### config.mk
export PLATFORM = sky130hd
export DESIGN_NAME = icache_refill
export DESIGN_NICKNAME = d
export VERILOG_FILES = /design/src/rtl/icache_pkg.sv /design/src/rtl/icache_fill_buffer.sv /design/src/rtl/icache_refill.sv
export SDC_FILE = /design/constraint.sdc
export NUM_CORES = 1
export LEC_CHECK = 0
export CAP_MARGIN = 20
export CORE_MARGIN = 2
export CORE_UTILIZATION = 47
export DETAILED_ROUTE_END_ITERATION = 16
export PLACE_DENSITY = 0.86
export SYNTH_ARGS = -nofsm -noshare
export SYNTH_HDL_FRONTEND = slang
export SYNTH_SLANG_ARGS = --single-unit
### constraint.sdc
create_clock -name clock -period 7.8 [get_ports clock]
set_clock_uncertainty 0.2 [all_clocks]
set_input_delay 0.78 -clock clock [delete_from_list [all_inputs] [get_ports clock]]
set_output_delay 0.78 -clock clock [all_outputs]
set_load 0.02 [all_outputs]
### src/rtl/icache_pkg.sv
// icache_pkg: shared state encoding and address field geometry for the
// instruction cache refill controller and the cache register array.
`default_nettype none

package icache_pkg;

    typedef enum logic [1:0] {
        IDLE  = 2'd0,
        REQ   = 2'd1,
        FILL  = 2'd2,
        WRITE = 2'd3
    } state_e;

    localparam int OFFSET_WIDTH_DEF = 2;
    localparam int LINE_WIDTH_DEF   = 6;

    function automatic int tag_width_f(input int ow, input int lw);
        return 32 - ow - lw - 2;
    endfunction

    function automatic int block_size_f(input int ow);
        return 1 << ow;
    endfunction

    // Lowest bit of each address field; the word field always starts at bit 2.
    function automatic int word_lsb_f();
        return 2;
    endfunction

    function automatic int line_lsb_f(input int ow);
        return ow + 2;
    endfunction

    function automatic int tag_lsb_f(input int ow, input int lw);
        return lw + ow + 2;
    endfunction

    localparam int TAG_WIDTH_DEF  = tag_width_f(OFFSET_WIDTH_DEF, LINE_WIDTH_DEF);
    localparam int BLOCK_SIZE_DEF = block_size_f(OFFSET_WIDTH_DEF);

endpackage

`default_nettype wire

### src/rtl/icache_fill_buffer.sv
// icache_fill_buffer: beat counter and word-indexed block register that
// assembles one cache block from in-order memory response words.
`default_nettype none

module icache_fill_buffer
    import icache_pkg::*;
#(
    parameter  int offset_width = 2,
    localparam int block_size   = block_size_f(offset_width)
) (
    input  logic                      clock,
    input  logic                      reset,
    input  logic                      clear,
    input  logic                      beat_valid,
    input  logic [31:0]               beat_data,
    output logic [32*block_size-1:0]  block,
    output logic                      last
);

    logic [offset_width-1:0]  r_beat;
    logic [32*block_size-1:0] r_block;

    // The block is not wiped on clear: stale words are always overwritten
    // before the block is ever written to the array.
    always_ff @(posedge clock or negedge reset) begin
        if (!reset) begin
            r_beat  <= '0;
            r_block <= '0;
        end else if (clear) begin
            r_beat  <= '0;
        end else if (beat_valid) begin
            r_beat                  <= r_beat + 1'b1;
            r_block[32*r_beat +: 32] <= beat_data;
        end
    end

    assign block = r_block;
    assign last  = &r_beat;

endmodule

`default_nettype wire

### src/rtl/icache_refill.sv
// icache_refill: hit detection against the cache array and block refill
// from memory on a miss, finished by a single-cycle array write.
`default_nettype none

module icache_refill
    import icache_pkg::*;
#(
    parameter  int offset_width = 2,
    parameter  int line_width   = 6,
    localparam int tag_width    = tag_width_f(offset_width, line_width),
    localparam int block_size   = block_size_f(offset_width)
) (
    input  logic                      clock,
    input  logic                      reset,
    input  logic                      fetch_valid,
    input  logic [31:0]               address,
    input  logic [tag_width-1:0]      tag,
    input  logic                      tag_valid,
    output logic                      hit,
    output logic                      mem_req_valid,
    input  logic                      mem_req_ready,
    output logic [31:0]               mem_req_addr,
    input  logic                      mem_resp_valid,
    input  logic [31:0]               mem_resp_data,
    output logic                      write_in,
    output logic [line_width-1:0]     write_line_index,
    output logic [32*block_size-1:0]  write_block,
    output logic [tag_width-1:0]      write_tag
);

    localparam int c_LINE_LSB = line_lsb_f(offset_width);
    localparam int c_TAG_LSB  = tag_lsb_f(offset_width, line_width);

    state_e                r_state;
    logic [31:c_LINE_LSB]  r_addr;

    logic w_hit;
    logic w_clear;
    logic w_beat_valid;
    logic w_last;
    logic w_unused_addr_bits;

    assign w_unused_addr_bits = ^address[c_LINE_LSB-1:0];

    assign w_hit        = fetch_valid && (r_state == IDLE) && tag_valid &&
                          (tag == address[31:c_TAG_LSB]);
    assign w_clear      = (r_state == REQ) && mem_req_ready;
    assign w_beat_valid = (r_state == FILL) && mem_resp_valid;

    always_ff @(posedge clock or negedge reset) begin
        if (!reset) begin
            r_state <= IDLE;
            r_addr  <= '0;
        end else begin
            case (r_state)
                IDLE: begin
                    if (fetch_valid && !w_hit) begin
                        r_addr  <= address[31:c_LINE_LSB];
                        r_state <= REQ;
                    end
                end
                REQ: begin
                    if (mem_req_ready) r_state <= FILL;
                end
                FILL: begin
                    if (w_beat_valid && w_last) r_state <= WRITE;
                end
                WRITE:   r_state <= IDLE;
                default: r_state <= IDLE;
            endcase
        end
    end

    icache_fill_buffer #(
        .offset_width (offset_width)
    ) u_fill_buffer (
        .clock      (clock),
        .reset      (reset),
        .clear      (w_clear),
        .beat_valid (w_beat_valid),
        .beat_data  (mem_resp_data),
        .block      (write_block),
        .last       (w_last)
    );

    assign hit              = w_hit;
    assign mem_req_valid    = (r_state == REQ);
    assign mem_req_addr     = {r_addr, {(offset_width+2){1'b0}}};
    assign write_in         = (r_state == WRITE);
    assign write_line_index = r_addr[c_TAG_LSB-1:c_LINE_LSB];
    assign write_tag        = r_addr[31:c_TAG_LSB];

endmodule

`default_nettype wire

Yosys cells after proc, flatten, opt, wreduce, memory -nomap -nowiden
Index checks and enable logic that the tools add are counted.

storage, ports and cells
  input bits = 92
  bits in registers = 160

operators by class
  shift-type cells = 2
  $add $sub $neg = 2
  bitwise gates (word level) = 1
  reductions and logical operators = 14
  multiplexer cells = 7
  equality and inequality tests = 7

operators with widths
  cell                       count
  $bwmux 128                 1
  $shift 32x34->128 const A  1
  $shiftx 32x34->128         1
  $neg 7->34                 1
  $eq 22x22->1               1
  $mux 2                     5
  $pmux 2 s4                 1
  $logic_and 1x1->1          7
  $ne 2x1->1 const B         3
  $reduce_and 2->1           3
  $eq 2x2->1 const B         2
  $reduce_and 3->1           1
  $add 2x1->2 const B        1
  $eq 2x1->1 const B         1
  $logic_not 2->1            1
  $reduce_bool 2->1          1
  $logic_not 1->1            1
  $not 1->1                  1

Logic depth before layout (Yosys ltp)
Gate-level depths: netlist of the first run.

  depth in word-level cells = 8
  depth in mapped cells = 8

Hierarchy
Synthesis of the first run repeated with hierarchy kept, for this count alone.

unflattened totals
  cell total of the unflattened synthesis = 686
  area, all modules = 8262.9 um^2

modules (own cells, without submodules)
  module              seq. area each (um^2)  area each (um^2)  cells an instance  instances
  icache_fill_buffer  3253.1                 6419.9            529                1
  icache_refill       750.7                  1843.0            157                1

Worst setup path after synthesis of the first run
Ideal clock, no wire load.

  kind = input port to output port
  start = input port address[28]
  end = output port hit
  path buffers = 0
  stages = 3
  slack = 4.808 ns
  arrival time = 2.012 ns
  cell sequence = xor2_1 > or4b_4 > nor3_1

between the ends
  cells in the longest elaborated chain, start to end = 2

ends and longest elaborated chain
  element            line                 source
  from (decl)        icache_refill.sv:16  input logic [31:0] address,
  $eq 22x22->1       icache_refill.sv:46  (tag == address[31:c_TAG_LSB]);
  $logic_and 1x1->1  icache_refill.sv:45  assign w_hit = fetch_valid && (r_state == IDLE) && tag_valid &&
  to (decl)          icache_refill.sv:19  output logic hit,

Every way passes these cells.

Worst setup path in the final report of the first run
  start = input port address[23]
  end = output port hit

Same word-level chain as after synthesis.

==> summary.txt, run 1 <==
Setup path
  – CP required: 6820 ps
  – Critical path launch point type: primary input
  – Worst Path Arrival: 2860 ps
  – Critical path class: in -> out
  – CP endpoint kind: primary output
  – Worst-path fanout max: 2

Timing
  – Final TNS setup: 0 ps
  – Period minus WS final: 3840 ps
  – Fin crit share: 49.3%
  – Worst-margin pin slew: 957 ps
  – Final Max Tran Viols: 0
  – Final Setup Violations: 0
  – RSZ-0062 raised after global routing: false
  – Fmax: 260 MHz
  – Hold Violations, Final: 0
  – Slew HR: 36.2%

Yosys
  – Main flop type after synthesis: dfrtp_1
  – Seq/Total Area, Yosys: 57.4%
  – Synth top area share: 57.4%
  – Count leader, synth: nand2_1
  – Post-synth top area cell: dfrtp_1
  – Most area-consuming cells after synthesis: dfrtp_1 57%, nand2_1 14%, o21ai_0 9.2%
  – Mapped Area: 6970 µm²
  – Seq cells post-synth: 160
  – Number of distinct library cells after synthesis: 25
  – Async set-reset flop share out of synthesis: 100%
  – Number of synthesized flops with an enable pin: 0
  – Commonest cells in the netlist: 262 x nand2_1, 160 x dfrtp_1, 128 x o21ai_0
  – Cells after Synth: 726
  – Syn avg cell area: 9.60 µm²
  – Synth Warn #: 0

Layout
  – Fillers: 1106
  – P&R area growth vs syn: 48.7%
  – Multi-input gate area: 2590 µm²
  – Share of cells above drive strength 1: 8.00%
  – Reg area: 4000 µm²
  – Diode count: 0
  – Fin nets: 1064
  – Layout Utilization: 71.3%

Clock network
  – CTS clk-pin slew, worst paths: 60 ps
  – Hold_buf cts: 0
  – Total CTS buffers: 17
  – Worst-skew pair later-pin latency: 420 ps
  – Max clock buf depth: 2
  – Root Buffer: clkbuf_16
  – Number of post-CTS setup repair buffers: 0
  – CTS tree: done
  – CTS Sinks: 160
  – Htree depth: 4
  – Post_cts resized: 0

Pwr
  – Leak Pwr: 4.34 nW
  – VDD IR max: 310 µV
  – Cell Pwr Density: 399 nW/µm²

Detailed routing
  – Total routed wirelength: 20200 µm
  – Total number of vias: 5965
  – Post-route ant nets: 0
  – # DRC: 0
  – Wire per inst: 17.4 µm
  – Drt pass-1 iters: 5
  – Routed vias/inst: 5.15
  – DRT iter0 DRCs: 339

Placed design
  – Detail Placement HPWL: 14000 µm
  – PortBufs: 274
  – GPL Wtd Cong: 0.841

Die
  – Boundary Pins: 283
  – Initial core utilization: 48.0%
  – Full die area: 15800 µm²
  – # rows: 44
  – Core box area: 14500 µm²
  – Die width: 126 µm
  – Die height: 126 µm

Global route
  – Largest net degree at the start of global routing: 107
  – Gr usage total: 26.3%
  – Vias in the first global route: 6114
  – First-pass GRT wire length: 32600 µm
  – Total grt overflow: 0
  – Initial antenna violation count: 0

Run status
  – Status: finished, final reports clean

Worst hold path
  – Hold crit path type: in -> async

Flow run
  – Maxcap violations: 0
-- worst paths after layout --
check	from	end	slack, ps	cells past startpoint
setup / recovery	address[23]	hit	3960	6
hold / removal	reset	r_addr[9]$_DFFE_PN0P_	280	1
setup reg to reg	r_state[0]$_DFFE_PN0P_	r_addr[14]$_DFFE_PN0P_	4900	7
hold reg to reg	u_fill_buffer.block[17]$_DFFE_PN0P_	u_fill_buffer.block[17]$_DFFE_PN0P_	280	2
max in group asynchronous	reset	u_fill_buffer.block[41]$_DFFE_PN0P_	5850	2
min in group clock	u_fill_buffer.block[17]$_DFFE_PN0P_	u_fill_buffer.block[17]$_DFFE_PN0P_	280	2
-- registers in the layout (all words and copies together) (netlist names) --
name                  flops
r_addr                   28
r_state                   2
u_fill_buffer.block     128
u_fill_buffer.r_beat      2
-- power by group --
group | internal [mW] | switching (mW) | leakage (nW) | total [mW]
clock | 0.594 | 0.332 | 0.318 | 0.926
sequential | 1.11 | 0.185 | 2.15 | 1.30
combinational | 0.873 | 1.04 | 1.87 | 1.92
total | 2.58 | 1.56 | 4.34 | 4.14
-- routing by layer --
metal | vias to the layer above | global-route usage [%] | wire (µm)
met4 | 0 | 10.1 | 590
met1 | 2893 | 33.4 | 8240
met2 | 222 | 43.7 | 10200
met3 | 42 | 6.54 | 1220
li1 | 2808 | - | -
met5 | - | 0 | 0
-- kinds of logic after synthesis --
kind of cell | after synthesis | share of synthesized area (%)
AOI/OAI and AO/OA | 134 | 9.98
xor gates and xnor gates | 23 | 2.89
adders and majority gates | 10 | 1.80
buffers and inverters | 76 | 6.03
DFF | 160 | 57.4
muxes | 35 | 5.55
other | 1 | 0.0538
and+or+nand+nor | 287 | 16.3
-- layout by cell type, fill, tap and decap left out, drive strengths merged --
| cell type | n |
|---|---|
| mux2i | 6 |
| inv | 7 |
| nand3b | 1 |
| xor2 | 20 |
| xnor2 | 3 |
| clkinvlp | 1 |
| o21ai | 128 |
| nor2 | 5 |
| ha | 10 |
| nor4 | 7 |
| bufinv | 5 |
| o311ai | 1 |
| dfrtp | 160 |
| nand3 | 1 |
| a22o | 1 |
| mux2 | 29 |
| nor3b | 3 |
| conb | 4 |
| clkbuf | 23 |
| nand4 | 3 |
| nor3 | 4 |
| nand2 | 262 |
| or4b | 1 |
| clkdlybuf4s50 | 273 |
| clkinv | 2 |
| a21oi | 4 |
| buf | 11 |
-- metrics by stage --
stage,power [mW],instance area (µm²),hold slack [ps],std cells,setup slack [ps]
after floorplan,2.33,6980,284,729,4810
after global placement,3.15,9630,260,1123,3990
after detailed placement,3.21,9630,269,1123,3940
after CTS,4.15,10300,282,1155,3940
after global routing,4.35,10400,302,1159,3870
final,4.14,10400,279,1159,3960
-- worst max-delay path, stage by stage --
cell             delay (ps)
clkdlybuf4s50_1         470
xor2_1                  210
nor4_1                  340
nand4_1                 230
nor3_1                  180
clkdlybuf4s50_1         650
-- area by class of cell --
| class | instances | share of cell area, % |
|---|---|---|
| inverters | 6 | 0.217 |
| repair buffers | 284 | 27.7 |
| clock buffers | 23 | 4.61 |
| well taps | 184 | 2.22 |
| clock inverters | 9 | 1.70 |
| flip-flops and latches | 160 | 38.6 |
| multi-input cells | 493 | 25.0 |
Power figures use the tool's default switching activity.
==> run 2: changes to the inputs <==
CORE_UTILIZATION = 39   (was 47)
PLACE_DENSITY = 0.76   (was 0.86)
clock period = 3.3 ns   (was 7.8 ns; I/O delays follow)
==> run 2 against run 1 <==
  * Non-clock buffer count is 8 higher
  * Clock-buffer cell count is 2 lower
  * Hold slack worse by 5.1 ps
  * Critical path type is now reg -> out
  * Sequential cell count stayed put
  * Largest power group unchanged
  * First-iteration DRC count is 22% lower
  * Register-to-register slack worse by 4400 ps
  * Sequential share of layout area hardly changed
  * Combinational power is 140% higher
==> summary.txt, run 2 (synthesized netlist as in run 1, its figures left out) <==
Setup path
  – Critical path launch point type: register
  – CP endpoint kind: primary output
  – Worst Path Arrival: 2340 ps
  – Critical path class: reg -> out
  – CP required: 2770 ps
  – Worst-path fanout max: 5

Die
  – Boundary Pins: 283
  – Die width: 138 µm
  – Full die area: 19000 µm²
  – # rows: 48
  – Core box area: 17400 µm²
  – Initial core utilization: 40.2%
  – Die height: 138 µm

Global route
  – Initial antenna violation count: 1
  – First-pass GRT wire length: 31200 µm
  – Vias in the first global route: 5742
  – Largest net degree at the start of global routing: 71
  – Gr usage total: 21.5%
  – Total grt overflow: 0

Clock network
  – CTS clk-pin slew, worst paths: 60 ps
  – Number of post-CTS setup repair buffers: 0
  – Root Buffer: clkbuf_16
  – Max clock buf depth: 2
  – Total CTS buffers: 17
  – Htree depth: 4
  – CTS tree: done
  – CTS Sinks: 160
  – Worst-skew pair later-pin latency: 420 ps

Timing
  – Final Setup Violations: 0
  – Worst Setup Slack, final: 431 ps
  – Fmax: 349 MHz
  – Slew HR: 55.5%
  – Fin crit share: 86.9%
  – Final TNS setup: 0 ps
  – Worst-margin pin slew: 668 ps
  – Period minus WS final: 2870 ps
  – Worst Hold Margin: 274 ps
  – Hold Violations, Final: 0
  – RSZ-0062 raised after global routing: false
  – Final Max Tran Viols: 0

Detailed routing
  – # DRC: 0
  – Total number of vias: 5762
  – Routed vias/inst: 4.77
  – Drt pass-1 iters: 4
  – Post-route ant nets: 0
  – DRT iter0 DRCs: 265
  – Wire per inst: 16.5 µm
  – Total routed wirelength: 20000 µm

Layout
  – Multi-input gate area: 2590 µm²
  – Most common cell after layout, fill and taps aside: clkdlybuf4s50_1
  – Layout Utilization: 59.8%
  – P&R area growth vs syn: 48.8%
  – Fin nets: 1072
  – Share of cells above drive strength 1: 8.75%
  – Reg area: 4000 µm²
  – Most frequent cells in the layout: 272 x clkdlybuf4s50_1, 258 x nand2_1, 160 x dfrtp_1
  – Fillers: 1474
  – Final Non-Filler Cells: 1208
  – Diode count: 0
  – Max reg flops: 128

Placed design
  – GPL Wtd Cong: 0.824
  – Dpl cells: 1175
  – PortBufs: 274
  – Dpl ws: 389 ps
  – Detail Placement HPWL: 14300 µm

Pwr
  – Cell Pwr Density: 912 nW/µm²
  – VDD IR max: 683 µV
  – Leak Pwr: 4.32 nW

Worst hold path
  – Hold crit path type: in -> async

Run status
  – Status: finished, final reports clean

Flow run
  – Maxcap violations: 0
==> run 2: changes by cell type in the layout (fill, tap and decap cells not counted) <==
cell | before | now
dlymetal6s2s_1 | 0 | 1
clkinvlp_4 | 1 | 5
buf_12 | 4 | 2
inv_8 | 0 | 1
clkdlybuf4s50_1 | 273 | 272
dlygate4sd3_1 | 0 | 1
clkbuf_1 | 3 | 2
clkinv_4 | 0 | 1
clkbuf_8 | 3 | 2
buf_4 | 6 | 15
bufinv_16 | 5 | 1
==> run 2: area by class of cell <==
| cell class | count | share of cell area, % |
|---|---|---|
| Clock inverter | 11 | 1.03 |
| Multi-Input combinational cell | 493 | 24.9 |
| Timing Repair Buffer | 292 | 28.0 |
| Tap cell | 225 | 2.71 |
| Clock buffer | 21 | 4.44 |
| Sequential cell | 160 | 38.6 |
| Inverter | 6 | 0.217 |
==> run 2: metal layers <==
layer  routed length, µm  GRT usage [%]  vias up
met1                8570           28.1     2762
li1                    -              -     2829
met3                1190           5.11       15
met5                  13              0        -
met2               10000           35.8      154
met4                 183           5.78        2
==> run 2: critical path: stages, from the launching register on <==
cell            delay [ps]
dfrtp_1                400
inv_1                  140
ha_1                   280
nand3_1                120
or4b_4                 520
nor3_1                 180
dlymetal6s2s_1         270
==> run 2: metrics by stage <==
| step | area (µm²) | total power [mW] |
|---|---|---|
| 2_1_floorplan | 6980 | 5.51 |
| 3_3_place_gp | 9790 | 7.54 |
| 3_5_place_dp | 9790 | 7.63 |
| 4_1_cts | 10400 | 9.55 |
| 5_1_grt | 10400 | 10.0 |
| 6_report | 10400 | 9.45 |
==> run 2: repair_timing <==
action	4_1_cts	5_1_grt
resized for setup	0	1
endpoints found under the setup margin	0	1
hold buffers	1	0
hold endpoints to repair	67	0
==> run 2: worst paths after layout <==
check                           cells past startpoint                                   to  slack, ps                                from
worst min register to register                      2   u_fill_buffer.block[6]$_DFFE_PN0P_        280  u_fill_buffer.block[6]$_DFFE_PN0P_
worst max register to register                      7               r_addr[10]$_DFFE_PN0P_        460              r_state[0]$_DFFE_PN0P_
worst min-delay path                                2  u_fill_buffer.block[58]$_DFFE_PN0P_        270                               reset
max in group asynchronous                           3  u_fill_buffer.block[67]$_DFFE_PN0P_       1850                               reset
min in group clock                                  2   u_fill_buffer.block[6]$_DFFE_PN0P_        280  u_fill_buffer.block[6]$_DFFE_PN0P_
worst max-delay path                                6                                  hit        430              r_state[0]$_DFFE_PN0P_
==> run 2: power breakdown <==
part	switching [mW]	internal, mW	total, mW	leakage, nW
combinational	2.44	2.08	4.52	1.91
sequential	0.420	2.63	3.05	2.15
clock	0.807	1.08	1.89	0.264
